===== config.mk =====
export PLATFORM = sky130hd
export DESIGN_NAME = decoder_pipe
export DESIGN_NICKNAME = d
export VERILOG_FILES = /design/src/rtl/decoder_pipe.sv
export SDC_FILE = /design/constraint.sdc
export NUM_CORES = 1
export LEC_CHECK = 0
export ABC_AREA = 1
export ABC_CLOCK_PERIOD_IN_PS = 6400
export CAP_MARGIN = 30
export CORE_MARGIN = 2
export CORE_UTILIZATION = 40
export CTS_CLUSTER_DIAMETER = 60
export DETAILED_ROUTE_END_ITERATION = 10
export PLACE_DENSITY = 0.63
export SLEW_MARGIN = 15
export SYNTH_ARGS = -nofsm -noshare
export SYNTH_HDL_FRONTEND = slang
export SYNTH_SLANG_ARGS = --single-unit

===== constraint.sdc =====
create_clock -name clk_in -period 6.4 [get_ports clk_in]
set_input_delay 0.96 -clock clk_in [delete_from_list [all_inputs] [get_ports clk_in]]
set_output_delay 0.96 -clock clk_in [all_outputs]
set_load 0.01 [all_outputs]

===== src/rtl/decoder_pipe.sv =====
// Registered RV32I (+Zicsr, optional RV32M) instruction decoder with a head/skid
// elastic buffer, so decode-to-execute sustains one instruction per cycle under back-pressure.
module decoder_pipe #(
  parameter int XLEN       = 32,
  parameter bit ENABLE_CSR = 1'b1,
  parameter bit ENABLE_M   = 1'b0,
  parameter int CNT_W      = 8
) (
  input  logic             clk_in,
  input  logic             rst_in,
  input  logic [31:0]      instr_in,
  input  logic [XLEN-1:0]  pc_in,
  input  logic [1:0]       iadder_out_1_to_0_in,
  input  logic             in_valid_in,
  output logic             in_ready_out,
  output logic             out_valid_out,
  input  logic             out_ready_in,
  input  logic             flush_in,
  input  logic             trap_taken_in,
  output logic [XLEN-1:0]  pc_out,
  output logic [4:0]       rs1_out,
  output logic [4:0]       rs2_out,
  output logic [4:0]       rd_out,
  output logic [2:0]       wb_mux_sel_out,
  output logic [2:0]       imm_type_out,
  output logic [3:0]       alu_opcode_out,
  output logic [2:0]       csr_op_out,
  output logic [1:0]       load_size_out,
  output logic             load_unsigned_out,
  output logic             alu_src_out,
  output logic             iadder_src_out,
  output logic             rf_wr_en_out,
  output logic             csr_wr_en_out,
  output logic             muldiv_out,
  output logic             mem_wr_req_out,
  output logic             illegal_instr_out,
  output logic             misaligned_load_out,
  output logic             misaligned_store_out,
  output logic [CNT_W-1:0] illegal_cnt_out
);

  typedef struct packed {
    logic [4:0] rs1;
    logic [4:0] rs2;
    logic [4:0] rd;
    logic [2:0] wb_mux_sel;
    logic [2:0] imm_type;
    logic [3:0] alu_opcode;
    logic [2:0] csr_op;
    logic [1:0] load_size;
    logic       load_unsigned;
    logic       alu_src;
    logic       iadder_src;
    logic       rf_wr_en;
    logic       csr_wr_en;
    logic       muldiv;
    logic       mem_wr;
    logic       illegal;
    logic       mis_load;
    logic       mis_store;
  } bundle_t;

  function automatic bundle_t decode(input logic [31:0] ins, input logic [1:0] addr);
    bundle_t    d;
    logic [6:0] op;
    logic [2:0] f3;
    logic [6:0] f7;
    logic is_lui, is_auipc, is_jal, is_jalr, is_branch, is_load, is_store;
    logic is_op_imm, is_op, is_fence, is_system, known, std_f7, m_f7;
    logic sys_csr, is_csr, is_md, ill, mis, shift_imm;
    d         = '0;
    op        = ins[6:0];
    f3        = ins[14:12];
    f7        = ins[31:25];
    is_lui    = (op == 7'b0110111);
    is_auipc  = (op == 7'b0010111);
    is_jal    = (op == 7'b1101111);
    is_jalr   = (op == 7'b1100111);
    is_branch = (op == 7'b1100011);
    is_load   = (op == 7'b0000011);
    is_store  = (op == 7'b0100011);
    is_op_imm = (op == 7'b0010011);
    is_op     = (op == 7'b0110011);
    is_fence  = (op == 7'b0001111);
    is_system = (op == 7'b1110011);
    known     = is_lui | is_auipc | is_jal | is_jalr | is_branch | is_load | is_store |
                is_op_imm | is_op | is_fence | is_system;
    std_f7    = (f7 == 7'b0000000) | (f7 == 7'b0100000);
    m_f7      = (f7 == 7'b0000001);
    sys_csr   = is_system & (f3 != 3'b000);
    is_csr    = sys_csr & ENABLE_CSR;
    is_md     = is_op & m_f7 & ENABLE_M;
    shift_imm = is_op_imm & (f3[1:0] == 2'b01);
    ill = (op[1:0] != 2'b11) | ~known | (sys_csr & ~ENABLE_CSR) |
          (is_op & ~(std_f7 | is_md)) |
          (is_op_imm & (f3 == 3'b001) & (f7 != 7'b0000000)) |
          (is_op_imm & (f3 == 3'b101) & ~std_f7);
    mis = ((f3 == 3'b010) & (addr != 2'b00)) | ((f3[1:0] == 2'b01) & addr[0]);

    d.rs1 = ins[19:15];
    d.rs2 = ins[24:20];
    d.rd  = ins[11:7];
    if (is_load)                d.wb_mux_sel = 3'b001;
    else if (is_lui)            d.wb_mux_sel = 3'b010;
    else if (is_auipc)          d.wb_mux_sel = 3'b011;
    else if (is_csr)            d.wb_mux_sel = 3'b100;
    else if (is_jal | is_jalr)  d.wb_mux_sel = 3'b101;
    if (is_op_imm | is_load | is_jalr) d.imm_type = 3'b001;
    else if (is_store)                 d.imm_type = 3'b010;
    else if (is_branch)                d.imm_type = 3'b011;
    else if (is_lui | is_auipc)        d.imm_type = 3'b100;
    else if (is_jal)                   d.imm_type = 3'b101;
    else if (is_csr)                   d.imm_type = 3'b110;
    d.alu_opcode    = {f7[5] & (is_op | shift_imm), f3};
    d.csr_op        = is_csr ? f3 : 3'b000;
    d.load_size     = f3[1:0];
    d.load_unsigned = f3[2];
    d.alu_src       = op[5];
    d.iadder_src    = is_load | is_store | is_jalr;
    d.rf_wr_en      = ~ill & (is_lui | is_auipc | is_jal | is_jalr | is_op | is_op_imm |
                              is_load | (is_csr & (ins[11:7] != 5'd0)) | is_md);
    d.csr_wr_en     = ~ill & is_csr & ~(f3[1] & (ins[19:15] == 5'd0));
    d.muldiv        = ~ill & is_md;
    d.mem_wr        = ~ill & is_store;
    d.illegal       = ill;
    d.mis_load      = is_load & mis;
    d.mis_store     = is_store & mis;
    return d;
  endfunction

  function automatic logic [CNT_W-1:0] sat_inc(input logic [CNT_W-1:0] v);
    return (&v) ? v : v + {{(CNT_W-1){1'b0}}, 1'b1};
  endfunction

  bundle_t            dec_p0;
  bundle_t            head_p1, skid_p1;
  logic [XLEN-1:0]    pc_head_p1, pc_skid_p1;
  logic               vld_p1, vld_skid_p1;
  logic [CNT_W-1:0]   illegal_cnt;
  logic               acc, deq;

  assign dec_p0       = decode(instr_in, iadder_out_1_to_0_in);
  assign in_ready_out = ~vld_skid_p1;
  assign acc          = in_valid_in & ~vld_skid_p1 & ~flush_in;
  assign deq          = vld_p1 & out_ready_in & ~flush_in;

  // p0 -> p1: head/skid buffer control
  always_ff @(posedge clk_in or posedge rst_in) begin
    if (rst_in) begin
      vld_p1      <= 1'b0;
      vld_skid_p1 <= 1'b0;
      illegal_cnt <= '0;
    end else begin
      if (deq && head_p1.illegal) illegal_cnt <= sat_inc(illegal_cnt);
      if (flush_in) begin
        vld_p1      <= 1'b0;
        vld_skid_p1 <= 1'b0;
      end else if (!vld_p1) begin
        vld_p1 <= acc;
      end else if (deq) begin
        if (vld_skid_p1) vld_skid_p1 <= 1'b0;
        else             vld_p1      <= acc;
      end else if (acc) begin
        vld_skid_p1 <= 1'b1;
      end
    end
  end

  // p0 -> p1: bundle data, loaded only on the same transfers as the control above
  always_ff @(posedge clk_in or posedge rst_in) begin
    if (rst_in) begin
      head_p1    <= '0;
      skid_p1    <= '0;
      pc_head_p1 <= '0;
      pc_skid_p1 <= '0;
    end else if (!flush_in) begin
      if (!vld_p1 || (deq && !vld_skid_p1)) begin
        if (acc) begin
          head_p1    <= dec_p0;
          pc_head_p1 <= pc_in;
        end
      end else if (deq) begin
        head_p1    <= skid_p1;
        pc_head_p1 <= pc_skid_p1;
      end else if (acc) begin
        skid_p1    <= dec_p0;
        pc_skid_p1 <= pc_in;
      end
    end
  end

  assign out_valid_out        = vld_p1;
  assign pc_out               = pc_head_p1;
  assign rs1_out              = head_p1.rs1;
  assign rs2_out              = head_p1.rs2;
  assign rd_out               = head_p1.rd;
  assign wb_mux_sel_out       = head_p1.wb_mux_sel;
  assign imm_type_out         = head_p1.imm_type;
  assign alu_opcode_out       = head_p1.alu_opcode;
  assign csr_op_out           = head_p1.csr_op;
  assign load_size_out        = head_p1.load_size;
  assign load_unsigned_out    = head_p1.load_unsigned;
  assign alu_src_out          = head_p1.alu_src;
  assign iadder_src_out       = head_p1.iadder_src;
  assign rf_wr_en_out         = head_p1.rf_wr_en;
  assign csr_wr_en_out        = head_p1.csr_wr_en;
  assign muldiv_out           = head_p1.muldiv;
  assign illegal_instr_out    = head_p1.illegal;
  assign misaligned_load_out  = head_p1.mis_load;
  assign misaligned_store_out = head_p1.mis_store;
  assign illegal_cnt_out      = illegal_cnt;
  // Trap gating stays combinational so a same-cycle trap still blocks the store.
  assign mem_wr_req_out       = vld_p1 & head_p1.mem_wr & ~head_p1.mis_store & ~trap_taken_in;

endmodule


After elaboration in Yosys (flattened, before gate mapping):

Cells that the tools add are included.

* $add $sub $neg: 1
* equality and inequality tests: 18
* muxes and demuxes: 26
* bitwise gates (word level): 62
* reduce and logical (&&, ||, !) cells: 19

Operators by type and width (number)
* 40-bit 2-to-1 mux: 3
* 32-bit 2-to-1 mux: 3
* 3-bit 2-to-1 mux: 12
* 7-bit by 6-bit equality test with 1-bit output, second input constant: 4
* 7-bit equality test, second input constant: 4
* 1-bit OR: 26
* 1-bit AND: 25
* 7-bit by 5-bit equality test with 1-bit output, second input constant: 2
* 1-bit inverter: 11
* 8-bit by 1-bit adder with 8-bit output, second input constant: 1
* 1-bit 2-to-1 mux: 8
* 8-bit AND reduction: 1
* 7-bit by 2-bit equality test with 1-bit output, second input constant: 1
* 7-bit by 4-bit equality test with 1-bit output, second input constant: 1
* 7-bit zero test: 1
* 7-bit nonzero test: 1
* 2-bit nonzero test: 3
* 3-bit nonzero test: 2
* 5-bit zero test: 1
* 5-bit nonzero test: 1
* 2-bit != test, second input constant: 2
* 2-bit AND reduction: 2
* 4-bit AND reduction: 1
* 3-bit by 1-bit equality test with 1-bit output, second input constant: 1
* 7 further kinds: 9

* register bits: 153
* output and inout bits: 82
* logic and storage cells: 166

Longest topological paths before layout:

Gate-level depths: netlist (run 1).

* depth after elaboration: 21
* mapped depth: 11

Worst setup path before layout (run 1):

No wires, ideal clock.

* path kind: input to output
* start: input port trap_taken_in
* end: output port mem_wr_req_out
* arrival: 1.250 ns
* setup slack: 4.190 ns
* stages on the path: 1
* cells stage by stage: nor3_1

* cells in the longest elaborated chain, start to end: 2

RTL lines
* start, declared: line 19 `input logic trap_taken_in,`
* 1-bit inverter: line 213 `assign mem_wr_req_out = vld_p1 & head_p1.mem_wr & ~head_p1.mis_store & ~trap_taken_in;`
* 1-bit AND: line 213
* end, declared: line 35 `output logic mem_wr_req_out,`

Every way passes these cells.

Worst setup path in the final report (run 1):

* start: input port flush_in
* end: register head_p1, in the netlist imm_type_out[0]

* cells in the longest elaborated chain, start to end: 6

RTL lines
* start, declared: line 18 `input logic flush_in,`
* 1-bit inverter (no source line) *
* 1-bit AND: line 145 `assign deq = vld_p1 & out_ready_in & ~flush_in;`
* 1-bit logical AND: line 177 `if (!vld_p1 || (deq && !vld_skid_p1)) begin`
* 1-bit logical OR: line 177
* 2-bit != test (no source line) / 2-bit nonzero test (equally long branches)
* 3-bit AND reduction (no source line)
* end signal, assigned: line 179 `head_p1 <= dec_p0;`
* end signal, assigned: line 183 `head_p1 <= skid_p1;`
* end, declared: line 136 `bundle_t head_p1, skid_p1;`

Every way passes the cells marked *; elsewhere a longest branch is shown, timed or not.
A chain may end at the register's enable or synchronous reset.

==> results of run 1 <==
[worst reg2reg max path: stages (launching register included)]
cell and delay [ns]:
sky130_fd_sc_hd__dfrtp_1 0.47, sky130_fd_sc_hd__nand3_1 0.15, sky130_fd_sc_hd__nand2_2 0.15, sky130_fd_sc_hd__nand2_2 0.09, sky130_fd_sc_hd__o21ai_4 0.11, sky130_fd_sc_hd__buf_4 0.63
sky130_fd_sc_hd__buf_4 0.50, sky130_fd_sc_hd__a21oi_1 0.07, sky130_fd_sc_hd__o21ai_0 0.10, sky130_fd_sc_hd__nand2_1 0.07
[final timing paths]
check,start,endpoint,slack (ns)
hold reg to reg,skid_p1[5]$_DFFE_PP0P_,skid_p1[5]$_DFFE_PP0P_,0.47
hold / removal,skid_p1[5]$_DFFE_PP0P_,skid_p1[5]$_DFFE_PP0P_,0.47
setup / recovery,flush_in,imm_type_out[0]$_DFFE_PP0P_,3.35
min in group asynchronous,rst_in,pc_skid_p1[1]$_DFFE_PP0P_,0.94
max in group asynchronous,rst_in,rs1_out[0]$_DFFE_PP0P_,4.29
setup reg to reg,out_valid_out$_DFF_PP0_,imm_type_out[0]$_DFFE_PP0P_,3.93
[synthesized netlist by cell type]
cell type                  count  share of area [%]
sky130_fd_sc_hd__nor3_1        2               0.15
sky130_fd_sc_hd__inv_1        81                4.5
sky130_fd_sc_hd__buf_4        33                3.6
sky130_fd_sc_hd__ha_1          1               0.18
sky130_fd_sc_hd__xor2_1        3               0.39
sky130_fd_sc_hd__conb_1        1              0.055
sky130_fd_sc_hd__nor2_1       42                2.3
sky130_fd_sc_hd__buf_2        17                1.3
sky130_fd_sc_hd__a31oi_1       5               0.46
sky130_fd_sc_hd__a211oi_1      1               0.11
sky130_fd_sc_hd__o21ai_1       1              0.074
sky130_fd_sc_hd__clkbuf_1     17               0.94
sky130_fd_sc_hd__o31ai_1       1               0.11
sky130_fd_sc_hd__o311ai_0      1               0.13
sky130_fd_sc_hd__a21oi_1      12               0.88
sky130_fd_sc_hd__o21ai_0     182                 13
sky130_fd_sc_hd__nand3_1      23                1.7
sky130_fd_sc_hd__clkbuf_2      3               0.22
sky130_fd_sc_hd__nor4_1        2               0.18
sky130_fd_sc_hd__xnor2_1       4               0.52
sky130_fd_sc_hd__nand4_1       1              0.092
sky130_fd_sc_hd__nor2_2        1              0.092
sky130_fd_sc_hd__buf_1         1              0.055
sky130_fd_sc_hd__inv_2         1              0.055
sky130_fd_sc_hd__nand2_2       2               0.18
sky130_fd_sc_hd__o21ai_2       7               0.90
sky130_fd_sc_hd__nand2_1     232                 13
sky130_fd_sc_hd__buf_6         3               0.50
sky130_fd_sc_hd__dfrtp_1     146                 54
sky130_fd_sc_hd__mux2_2        2               0.33
[cell families after synthesis]
kind of cell             count (synthesis)
XOR/XNOR                                 7
multiplexers                             2
flip-flops                             146
AO/OA/AOI/OAI                          210
buffers and inverters                  156
AND/OR/NAND/NOR                        305
adder cells (fa/ha/maj)                  1
other                                    1
[flip-flops by register name, summed over array words and instances (netlist names), 3 cells and up]
| name | cells |
|---|---|
| rs2_out | 5 |
| skid_p1 | 36 |
| wb_mux_sel_out | 3 |
| pc_skid_p1 | 32 |
| imm_type_out | 3 |
| illegal_cnt_out | 8 |
| rd_out | 5 |
| alu_opcode_out | 4 |
| csr_op_out | 3 |
| pc_out | 32 |
| rs1_out | 5 |
[layer usage]
metal	track usage (%)	share of wire, %	vias up
met3	3.74	4.9	13
met5	0	0	-
met2	26.7	46	138
met4	5.96	1.3	0
met1	24.0	48	2478
li1	-	-	2829
[area by class of cell]
type	count	area [um2]	share of cell area (%)
sequential	146	3650	41.3
clock buffer	20	447	5.05
clock inverter	12	134	1.51
tap	220	275	3.11
timing repair buffer	160	1630	18.4
inverter	82	313	3.54
multi-input combinational	526	2400	27.1
[power by group through the flow]
| stage | Clock (mW) | Combinational [mW] | Sequential, mW |
|---|---|---|---|
| global placement | 0 | 0.937 | 1.36 |
| CTS | 0.992 | 0.955 | 1.36 |
| floorplan | 0 | 0.523 | 1.38 |
| global route | 1.03 | 1.06 | 1.39 |
| finish | 0.967 | 0.944 | 1.35 |
| detailed placement | 0 | 0.952 | 1.37 |
[metrics by stage]
stage	utilization, %	cell area [um2]	worst slack (ns)	power [mW]	instances
after floorplan	-	6790	1.52	1.91	828
after global placement	49.4	8200	2.88	2.30	1131
after detailed placement	49.6	8220	2.80	2.32	1132
after CTS	53.1	8800	3.25	3.30	1164
after global routing	53.3	8840	3.07	3.47	1166
final	53.3	8840	3.35	3.26	1166
==> flow_summary.rst, run 1 <==
.. list-table::
   :header-rows: 1

   * - Metric
     - Value
   * - Result of the run
     - finished clean
   * - Final Routed Wirelength
     - approximately 15 mm
   * - Fraction of synthesized area in multiplexers
     - less than 1%
   * - Endpoints failing hold
     - 0
   * - Post-synthesis sequential element count
     - 146
   * - Synth Cell Area
     - between 6000 and 7000 um2
   * - Slew headroom
     - 46.0%
   * - Largest family of logic cells by synthesized area
     - simple AND/OR/NAND/NOR gates
   * - Share of synthesized area occupied by flip-flops and latches
     - between 50 and 60%
   * - Most common cell after layout, fill and taps aside
     - sky130_fd_sc_hd__nand2_1
   * - Switching Fraction
     - a little under a third
   * - Area share of fa/ha/maj cells after synthesis
     - 0.184%
   * - Count of cells along the worst hold path
     - 2
   * - Max-slew violation count
     - 0
   * - Portion of the clock cycle consumed by the worst path in the final layout
     - 47.7%
   * - Count of buffers inserted at the top-level ports
     - about 150
   * - Routability cong.
     - slightly below 0.9
   * - Synth unique cells
     - 30
   * - Final-stage net count
     - roughly 1000
   * - Clock slew at reported path FFs
     - ~0.06 ns
   * - Post-CTS Setup Bufs
     - 0
   * - Initial antenna violation count
     - 0
   * - Most frequent cells in the layout
     - sky130_fd_sc_hd__nand2_1, sky130_fd_sc_hd__o21ai_0, sky130_fd_sc_hd__clkdlybuf4s50_1, sky130_fd_sc_hd__dfrtp_1, sky130_fd_sc_hd__inv_1
   * - Xor and xnor fraction of the mapped netlist area
     - less than 1%
   * - Proportion of layout cells with a drive suffix above 1
     - between 5 and 6%
   * - Final hold slack
     - roughly 0.47 ns
   * - VDD IR max
     - 0.203 mV
   * - Total CTS buffers
     - 17
   * - Total inserted antenna cells
     - 0
   * - Area of the die
     - ~18000 um2
   * - Int Pwr
     - 2.28 mW
   * - Cell chosen for the clock root
     - sky130_fd_sc_hd__clkbuf_16
   * - Worst endpoint data arrival time
     - around 3.3 ns
   * - Critical path class
     - in2reg
   * - Basic-gate share of the synthesized area counting and, or, nand and nor cells
     - about 18%
   * - Total of fill cells in the finished design
     - about 1600
   * - Antenna Violating Nets Remaining
     - 0
   * - Instance count of the mapped netlist
     - 828
   * - DRC marker count from the first detailed-route iteration
     - 312
   * - DRC Markers
     - 0
   * - Highest Clock Rate
     - around 330 MHz
   * - Shortest period the worst path allows
     - about 3.1 ns
   * - Setup violators final
     - 0
   * - Total via count after detailed routing
     - around 5500
   * - Startpoint kind of the worst setup timing path
     - input port
   * - Path length in cells of the critical path
     - 11
   * - Series of cell instances along the critical path
     - clkdlybuf4s50_1 > inv_1 > nand3_1 > nand2_2 > nand2_2 > o21ai_4 > buf_4 > buf_4 > a21oi_1 > o21ai_0 > nand2_1
   * - Critical path's top delay family
     - buffers and inverters
   * - TritonRoute pass-1 iters
     - 5
   * - Placed wire-length estimate after detailed placement
     - approximately 10 mm
   * - Deepest clock path buffer count
     - 2
   * - Vias in the first global route
     - 4983
   * - H-tree Lvls
     - 4
   * - Worst slew pin tran
     - a little over 0.8 ns
   * - Largest net degree at the start of global routing
     - between 80 and 90
   * - Kind of capture point of the worst setup path
     - flop
   * - Initial core utilization
     - ~41%
   * - I/O pin count
     - 154
   * - Average size of a mapped cell
     - slightly above 8 um2
   * - Mapped Nets
     - about 900
   * - Cell depth of the worst flop-to-flop path
     - 9
   * - Overall routing resource usage
     - 17.2%
   * - Cts repair resizes
     - 0
   * - Synth-to-Final Area Change
     - 30.2%
   * - Placement row count
     - 47
   * - P per Cell Area
     - ~370 nW/um2
   * - Vias per Instance
     - 4.68
   * - Number of buffers added to fix hold violations after cts
     - 0
   * - Die X
     - approximately 130 um
   * - Clk pwr share
     - 29.6%
   * - Total global routing overflow
     - 0
   * - Clock skew
     - around 0.0073 ns
   * - Compound-gate portion of the synthesized area
     - ~16%
   * - Unrepaired setup endpoints after global routing
     - no
   * - Leakage power of the design
     - about 4.1 nW
   * - Highest cell delay on the worst timing path
     - around 0.63 ns
   * - Max Cap Viol
     - 0
   * - First-pass GRT wire length
     - 24.8 mm
   * - Required time of the critical path
     - roughly 6.7 ns
   * - Placeable core region
     - approximately 17000 um2
   * - Clock tree from TritonCTS
     - done
   * - Net Switching
     - around 980 uW
   * - Max stage delay cell, worst path
     - sky130_fd_sc_hd__buf_4
   * - Total number of clock tree sinks
     - around 150
   * - Wirelength per Cell
     - 12.8 um
   * - Total Neg Setup Slack
     - 0 ns
   * - Total buffers and inverters traversed by the critical path
     - 4
   * - Worst Hold Class
     - reg2reg
   * - CP max FO
     - 87
   * - Comb pwr share
     - approximately 29%
   * - Fraction of power consumed by sequential logic
     - approximately two fifths
   * - Die height
     - about 130 um
   * - Number of warning messages in the yosys log
     - 0
   * - Latest clock arrival within the worst-skew pair
     - just over 0.4 ns
No activity file was read; power rests on OpenSTA's default activity.
==> inputs of run 2 (changes only) <==
--- a/config.mk
+++ b/config.mk
@@ -6,13 +6,13 @@
 export NUM_CORES = 1
 export LEC_CHECK = 0
 export ABC_AREA = 1
-export ABC_CLOCK_PERIOD_IN_PS = 6400
+export ABC_CLOCK_PERIOD_IN_PS = 2550
 export CAP_MARGIN = 30
 export CORE_MARGIN = 2
 export CORE_UTILIZATION = 40
 export CTS_CLUSTER_DIAMETER = 60
 export DETAILED_ROUTE_END_ITERATION = 10
-export PLACE_DENSITY = 0.63
+export PLACE_DENSITY = 0.65
 export SLEW_MARGIN = 15
 export SYNTH_ARGS = -nofsm -noshare
 export SYNTH_HDL_FRONTEND = slang
==> constraint.sdc (replaced) <==
create_clock -name clk_in -period 2.55 [get_ports clk_in]
set_input_delay 0.3825 -clock clk_in [delete_from_list [all_inputs] [get_ports clk_in]]
set_output_delay 0.3825 -clock clk_in [all_outputs]
set_load 0.01 [all_outputs]
==> run 2 against run 1 <==
Against the previous run:
- die area stayed put
- sequential share of layout area decreased by 0.43 points
- final cell count increased by 0.17%
- via count about the same
- clock skew fell by 0.0013 ns
- non-clock buffer count grew 2
- utilization up 0.56 points
- hold slack got worse by 0.046 ns
- count of clock-buffer cells in the layout decreased by 1
- global-route usage up 0.63 points
- critical path type is now reg2out
- critical endpoint is now mem_wr_req_out
- largest power group unchanged
==> flow_summary.rst, run 2 (synthesis results as in run 1) <==
.. list-table::
   :header-rows: 1

   * - Metric
     - Value
   * - Initial antenna violation count
     - 0 (unchanged)
   * - Final-stage net count
     - 1008 (+0.20%)
   * - Latest clock arrival within the worst-skew pair
     - 0.42 ns (about the same)
   * - Portion of the clock cycle consumed by the worst path in the final layout
     - roughly 80%
   * - Switching Fraction
     - 29.7% (-0.42 points)
   * - Clk pwr share
     - 30.9% (+1.3 points)
   * - Max stage delay cell, worst path
     - sky130_fd_sc_hd__clkdlybuf4s50_1
   * - Clock tree from TritonCTS
     - done
   * - Vias in the first global route
     - 5079 (+1.9%)
   * - Number of cells in the finished layout apart from fillers
     - 1168 (+0.17%)
   * - Clock slew at reported path FFs
     - 0.06 ns (about the same)
   * - Setup Slack @ Placement
     - 0.221 ns (-2.58 ns)
   * - Unrepaired setup endpoints after global routing
     - no
   * - Int Pwr
     - 5.92 mW (+160%)
   * - Leakage power of the design
     - 4.12 nW (+1.1%)
   * - Critical path class
     - reg2out
   * - Number of flip-flops in the largest register
     - 36 (unchanged)
   * - Setup violators final
     - 0 (unchanged)
   * - Worst endpoint data arrival time
     - 1.66 ns (-1.68 ns)
   * - Required time of the critical path
     - 2.17 ns (-4.52 ns)
   * - Cell depth of the worst flop-to-flop path
     - 6 (-3)
   * - DRC Markers
     - 0 (unchanged)
   * - Total CTS buffers
     - 17 (unchanged)
   * - Deepest clock path buffer count
     - 2 (unchanged)
   * - Count of buffers inserted at the top-level ports
     - 152 (unchanged)
   * - Comb pwr share
     - 28.6% (-0.3 points)
   * - Total Neg Setup Slack
     - 0 ns (unchanged)
   * - Largest net degree at the start of global routing
     - 89 (+1.1%)
   * - Total inserted antenna cells
     - 0 (unchanged)
   * - Highest cell delay on the worst timing path
     - 0.56 ns (-0.07 ns)
   * - DRC marker count from the first detailed-route iteration
     - 343 (+9.9%)
   * - Antenna Violating Nets Remaining
     - 0 (unchanged)
   * - Initial core utilization
     - 41.0% (unchanged)
   * - Series of cell instances along the critical path
     - nand2_1 > nor3_1 > clkdlybuf4s50_1
   * - Placed wire-length estimate after detailed placement
     - 10.2 mm (+2.1%)
   * - Die height
     - 134 um (unchanged)
   * - Total number of clock tree sinks
     - 146 (unchanged)
   * - Cell chosen for the clock root
     - sky130_fd_sc_hd__clkbuf_16
   * - Slew headroom
     - 47.6% (+1.6 points)
   * - Result of the run
     - finished clean
   * - Minimum setup slack among reg-to-reg paths
     - 0.63 ns (-3.30 ns)
   * - Overall routing resource usage
     - 17.9% (+0.63 points)
   * - I/O pin count
     - 154 (unchanged)
   * - VDD IR max
     - 0.544 mV (+170%)
   * - Number of buffers added to fix hold violations after cts
     - 0 (unchanged)
   * - CP max FO
     - 7 (-92%)
   * - Endpoints failing hold
     - 0 (unchanged)
   * - Max Cap Viol
     - 0 (unchanged)
   * - Proportion of layout cells with a drive suffix above 1
     - 5.80% (+0.20 points)
   * - TritonRoute pass-1 iters
     - 4 (-1)
   * - Worst Hold Class
     - in2async
   * - P per Cell Area
     - 942 nW/um2 (+160%)
   * - Total buffers and inverters traversed by the critical path
     - 1 (-3)
   * - Placeable core region
     - 16600 um2 (unchanged)
   * - Max-slew violation count
     - 0 (unchanged)
   * - Placement row count
     - 47 (unchanged)
   * - Total of fill cells in the finished design
     - 1551 (-1.9%)
   * - Highest Clock Rate
     - roughly 490 MHz
   * - Fraction of power consumed by sequential logic
     - 40.5% (-1.0 points)
   * - Kind of capture point of the worst setup path
     - primary output
   * - Post-CTS Setup Bufs
     - 0 (unchanged)
   * - Vias per Instance
     - 4.68 (-0.12%)
   * - Final Routed Wirelength
     - 15.3 mm (+2.2%)
   * - Most common cell after layout, fill and taps aside
     - sky130_fd_sc_hd__nand2_1
   * - Area of the die
     - 18000 um2 (unchanged)
   * - Worst r2r dst
     - pc_out[25]$_DFFE_PP0P_
   * - Shortest period the worst path allows
     - about 2.0 ns
   * - Worst slew pin tran
     - 0.780 ns (-0.0309 ns)
   * - Total via count after detailed routing
     - 5461 (+0.055%)
   * - Routability cong.
     - 0.877 (-2.0%)
   * - Die X
     - 134 um (unchanged)
   * - H-tree Lvls
     - 4 (unchanged)
   * - Post-Place Cells
     - 1135 (+0.27%)
   * - Most frequent cells in the layout
     - sky130_fd_sc_hd__nand2_1, sky130_fd_sc_hd__o21ai_0, sky130_fd_sc_hd__clkdlybuf4s50_1, sky130_fd_sc_hd__dfrtp_1, sky130_fd_sc_hd__inv_1
   * - Worst-case setup margin in the final layout
     - 0.509 ns (-2.84 ns)
   * - Wirelength per Cell
     - 13.1 um (+2.0%)
   * - Synth-to-Final Area Change
     - 31.5%
   * - Clock skew
     - 0.00599 ns (-0.00129 ns)
   * - Startpoint kind of the worst setup timing path
     - flop
   * - First-pass GRT wire length
     - 25.8 mm (+4.1%)
   * - Cts repair resizes
     - 0 (unchanged)
   * - Net Switching
     - 2.50 mW (+150%)
   * - Total global routing overflow
     - 0 (unchanged)
   * - R2R Path Start
     - out_valid_out$_DFF_PP0_
   * - Largest reg by FF count
     - skid_p1
   * - Critical path's top delay family
     - buffers and inverters
run 2: worst max path at each step:
stage	start	end	slack, ns	cells past startpoint
2_1_floorplan	rst_in	alu_opcode_out[0]$_DFFE_PP0P_	0.33	1
3_3_place_gp	flush_in	skid_p1[0]$_DFFE_PP0P_	0.23	7
3_5_place_dp	flush_in	pc_out[18]$_DFFE_PP0P_	0.22	8
4_1_cts	out_valid_out$_DFF_PP0_	mem_wr_req_out	0.47	3
5_1_grt	out_valid_out$_DFF_PP0_	mem_wr_req_out	0.36	3
6_report	out_valid_out$_DFF_PP0_	mem_wr_req_out	0.51	3
run 2: layout make-up:
type / count / area, um2 / share of cell area (%)
clock buffer: 19 / 433 / 4.84
multi-input combinational: 526 / 2400 / 26.8
tap: 220 / 275 / 3.08
clock inverter: 13 / 184 / 2.06
inverter: 82 / 312 / 3.49
sequential: 146 / 3650 / 40.9
timing repair buffer: 162 / 1680 / 18.8
run 2: power by group through the flow:
stage	clock network, mW	logic (mW)	registers (mW)
after floorplan	0	1.31	3.48
after global placement	0	2.40	3.43
after detailed placement	0	2.43	3.44
after CTS	2.67	2.44	3.41
after global routing	2.77	2.70	3.49
final	2.60	2.41	3.41
run 2: layer usage:
| metal | GRT usage [%] | vias up | part of all wire [%] |
|---|---|---|---|
| met5 | 0 | - | 0 |
| met4 | 5.56 | 0 | 1.4 |
| met3 | 4.61 | 15 | 5.5 |
| met2 | 27.3 | 144 | 46 |
| met1 | 25.0 | 2483 | 47 |
| li1 | - | 2819 | - |
run 2: worst min-delay path: stages:
cell and delay [ns]:
sky130_fd_sc_hd__clkdlybuf4s50_1 0.44, sky130_fd_sc_hd__clkinvlp_4 0.13, sky130_fd_sc_hd__buf_12 0.28
run 2: stage by stage:
stage          util [%]  cell area [um2]  hold WS (ns)  power [mW]
2_1_floorplan         -             6800         0.444        4.79
3_3_place_gp       50.1             8300         0.460        5.82
3_5_place_dp       50.1             8300         0.460        5.87
4_1_cts            53.8             8920         0.440        8.52
5_1_grt            53.9             8940         0.444        8.96
6_report           53.9             8940         0.427        8.42
==> inputs of run 3 (changes only) <==
--- a/config.mk
+++ b/config.mk
@@ -6,13 +6,13 @@
 export NUM_CORES = 1
 export LEC_CHECK = 0
 export ABC_AREA = 1
-export ABC_CLOCK_PERIOD_IN_PS = 2550
+export ABC_CLOCK_PERIOD_IN_PS = 2110
 export CAP_MARGIN = 30
 export CORE_MARGIN = 2
 export CORE_UTILIZATION = 40
 export CTS_CLUSTER_DIAMETER = 60
 export DETAILED_ROUTE_END_ITERATION = 10
-export PLACE_DENSITY = 0.65
+export PLACE_DENSITY = 0.63
 export SLEW_MARGIN = 15
 export SYNTH_ARGS = -nofsm -noshare
 export SYNTH_HDL_FRONTEND = slang
==> constraint.sdc (replaced) <==
create_clock -name clk_in -period 2.11 [get_ports clk_in]
set_input_delay 0.3165 -clock clk_in [delete_from_list [all_inputs] [get_ports clk_in]]
set_output_delay 0.3165 -clock clk_in [all_outputs]
set_load 0.01 [all_outputs]
==> run 3 against run 2 <==
Against the previous run:
- largest cell class unchanged
- count of clock-buffer cells in the layout up 1
- final area up 2.1%
- via count rose by 2.9%
- critical path depth did not move
- highest routed layer unchanged
- flip-flop and latch count did not move
- hold slack lost 0.044 ns
- worst setup slack got worse by 0.34 ns
- global-route usage rose by 0.59 points
==> flow_summary.rst, run 3 (synthesis results as in run 1) <==
.. list-table::
   :header-rows: 1

   * - Metric
     - Value
   * - Result of the run
     - finished clean
   * - Startpoint kind of the worst setup timing path
     - flop
   * - H-tree Lvls
     - 4 (unchanged)
   * - Switching Fraction
     - 29.6% (-0.11 points)
   * - Max Cap Viol
     - 0 (unchanged)
   * - Largest reg by FF count
     - skid_p1
   * - Clock skew
     - 0.00925 ns (+0.00326 ns)
   * - Kind of capture point of the worst setup path
     - primary output
   * - Final-stage net count
     - 1024 (+1.6%)
   * - Net Switching
     - 3.06 mW (+22%)
   * - Number of flip-flops in the largest register
     - 36 (unchanged)
   * - Post-CTS Setup Bufs
     - 0 (unchanged)
   * - Required time of the critical path
     - 1.79 ns (-0.38 ns)
   * - R2R Path Start
     - illegal_cnt_out[0]$_DFFE_PP0P_
   * - Critical path class
     - reg2out
   * - Placed wire-length estimate after detailed placement
     - 10.9 mm (+7.2%)
   * - Minimum setup slack among reg-to-reg paths
     - 0.30 ns (-0.33 ns)
   * - Deepest clock path buffer count
     - 2 (unchanged)
   * - Clock slew at reported path FFs
     - 0.06 ns (about the same)
   * - Final Routed Wirelength
     - 15.8 mm (+3.5%)
   * - Wirelength per Cell
     - 13.4 um (+2.1%)
   * - Clock tree from TritonCTS
     - done
   * - Total of fill cells in the finished design
     - 1538 (-0.84%)
   * - Die height
     - 134 um (unchanged)
   * - Placement row count
     - 47 (unchanged)
   * - Most common cell after layout, fill and taps aside
     - sky130_fd_sc_hd__nand2_1
   * - Vias in the first global route
     - 5236 (+3.1%)
   * - P per Cell Area
     - 1130 nW/um2 (+20%)
   * - Number of buffers added to fix hold violations after cts
     - 0 (unchanged)
   * - Area of the die
     - 18000 um2 (unchanged)
   * - Synth-to-Final Area Change
     - 34.3%
   * - Leakage power of the design
     - 4.22 nW (+2.5%)
   * - Placeable core region
     - 16600 um2 (unchanged)
   * - DRC Markers
     - 0 (unchanged)
   * - Cell chosen for the clock root
     - sky130_fd_sc_hd__clkbuf_16
   * - Die X
     - 134 um (unchanged)
   * - Highest Clock Rate
     - around 500 MHz
   * - Int Pwr
     - 7.27 mW (+23%)
   * - Unrepaired setup endpoints after global routing
     - no
   * - Total number of clock tree sinks
     - 146 (unchanged)
   * - Clk pwr share
     - 31.2% (+0.3 points)
   * - Count of buffers inserted at the top-level ports
     - 152 (unchanged)
   * - Portion of the clock cycle consumed by the worst path in the final layout
     - between 90 and 100%
   * - Initial antenna violation count
     - 0 (unchanged)
   * - TritonRoute pass-1 iters
     - 5 (+1)
   * - Fraction of power consumed by sequential logic
     - 39.9% (-0.6 points)
   * - Cell depth of the worst flop-to-flop path
     - 4 (-2)
   * - Most frequent cells in the layout
     - sky130_fd_sc_hd__nand2_1, sky130_fd_sc_hd__o21ai_0, sky130_fd_sc_hd__clkdlybuf4s50_1, sky130_fd_sc_hd__dfrtp_1, sky130_fd_sc_hd__inv_1
   * - Worst slew pin tran
     - 0.688 ns (-0.0918 ns)
   * - First-pass GRT wire length
     - 26.4 mm (+2.5%)
   * - Vias per Instance
     - 4.75 (+1.5%)
   * - Worst r2r dst
     - illegal_cnt_out[7]$_DFFE_PP0P_
   * - Total power
     - 10.3 mW (+23%)
   * - Setup violators final
     - 0 (unchanged)
   * - Comb pwr share
     - 28.9% (+0.3 points)
   * - Latest clock arrival within the worst-skew pair
     - 0.41 ns (about the same)
   * - Total CTS buffers
     - 17 (unchanged)
   * - Shortest period the worst path allows
     - just under 2 ns
   * - Cts repair resizes
     - 0 (unchanged)
   * - DRC marker count from the first detailed-route iteration
     - 305 (-11%)
   * - I/O pin count
     - 154 (unchanged)
   * - Antenna Violating Nets Remaining
     - 0 (unchanged)
   * - Worst endpoint data arrival time
     - 1.63 ns (-0.03 ns)
   * - Routability cong.
     - 0.811 (-7.5%)
   * - Max-slew violation count
     - 0 (unchanged)
   * - Worst Hold Class
     - in2async
   * - Initial core utilization
     - 41.0% (unchanged)
   * - Endpoints failing hold
     - 0 (unchanged)
   * - Total inserted antenna cells
     - 0 (unchanged)
   * - Total via count after detailed routing
     - 5620 (+2.9%)
   * - CP max FO
     - 7 (unchanged)
   * - Final hold slack
     - 0.383 ns (-0.0439 ns)
   * - Overall routing resource usage
     - 18.4% (+0.59 points)
   * - Largest net degree at the start of global routing
     - 61 (-31%)
   * - Proportion of layout cells with a drive suffix above 1
     - 7.47% (+1.7 points)
   * - Slew headroom
     - 53.8% (+6.2 points)
   * - Total global routing overflow
     - 0 (unchanged)
   * - VDD IR max
     - 0.628 mV (+16%)
## run 3: how the worst max path moves through the flow
stage,start,to,slack (ns),cells past startpoint
after global routing,out_valid_out$_DFF_PP0_,mem_wr_req_out,0.04,3
after global placement,instr_in[0],csr_op_out[2]$_DFFE_PP0P_,0.002,9
after CTS,out_valid_out$_DFF_PP0_,mem_wr_req_out,0.14,3
after floorplan,rst_in,alu_opcode_out[0]$_DFFE_PP0P_,-0.04,1
after detailed placement,instr_in[1],csr_op_out[2]$_DFFE_PP0P_,-0.003,9
final,out_valid_out$_DFF_PP0_,mem_wr_req_out,0.16,3
## run 3: layer usage
metal / GRT usage [%] / share of wire [%] / routed length, um / vias to the layer above
met5: 0 / 0 / 0 / -
li1: - / - / - / 2854
met4: 6.26 / 1.7 / 268 / 0
met1: 24.7 / 47 / 7360 / 2602
met2: 29.0 / 46 / 7340 / 147
met3: 5.06 / 5.3 / 845 / 17
## run 3: area by class of cell
cell class | instances | area (um2) | area share [%]
flip-flops and latches | 146 | 3650 | 40.0
inverters | 82 | 312 | 3.41
multi-input cells | 526 | 2400 | 26.3
well taps | 220 | 275 | 3.02
clock inverters | 12 | 179 | 1.96
clock buffers | 20 | 457 | 5.00
repair buffers | 178 | 1850 | 20.3
## run 3: power groups by stage
stage	Clock [mW]	Sequential [mW]	Combinational, mW
floorplan	0	4.20	1.59
CTS	3.31	4.13	3.04
detailed placement	0	4.16	3.02
global placement	0	4.14	2.97
global route	3.45	4.23	3.34
finish	3.22	4.12	2.99
## run 3: worst max-delay path, cell delays in order, from the launching register on
cell and delay, ns:
sky130_fd_sc_hd__dfrtp_1 0.46, sky130_fd_sc_hd__nand2_1 0.08, sky130_fd_sc_hd__nor3_1 0.13, sky130_fd_sc_hd__clkdlybuf4s50_1 0.56
## run 3: through the flow
stage | cells | util, % | setup WS [ns] | area (um2) | setup TNS, ns
after floorplan | 828 | - | -0.0395 | 6800 | -5.77
after global placement | 1152 | 51.2 | 0.00211 | 8490 | 0
after detailed placement | 1152 | 51.2 | -0.00334 | 8490 | -0.00334
after CTS | 1184 | 55.0 | 0.140 | 9130 | 0
after global routing | 1184 | 55.0 | 0.0362 | 9130 | 0
final | 1184 | 55.0 | 0.164 | 9130 | 0
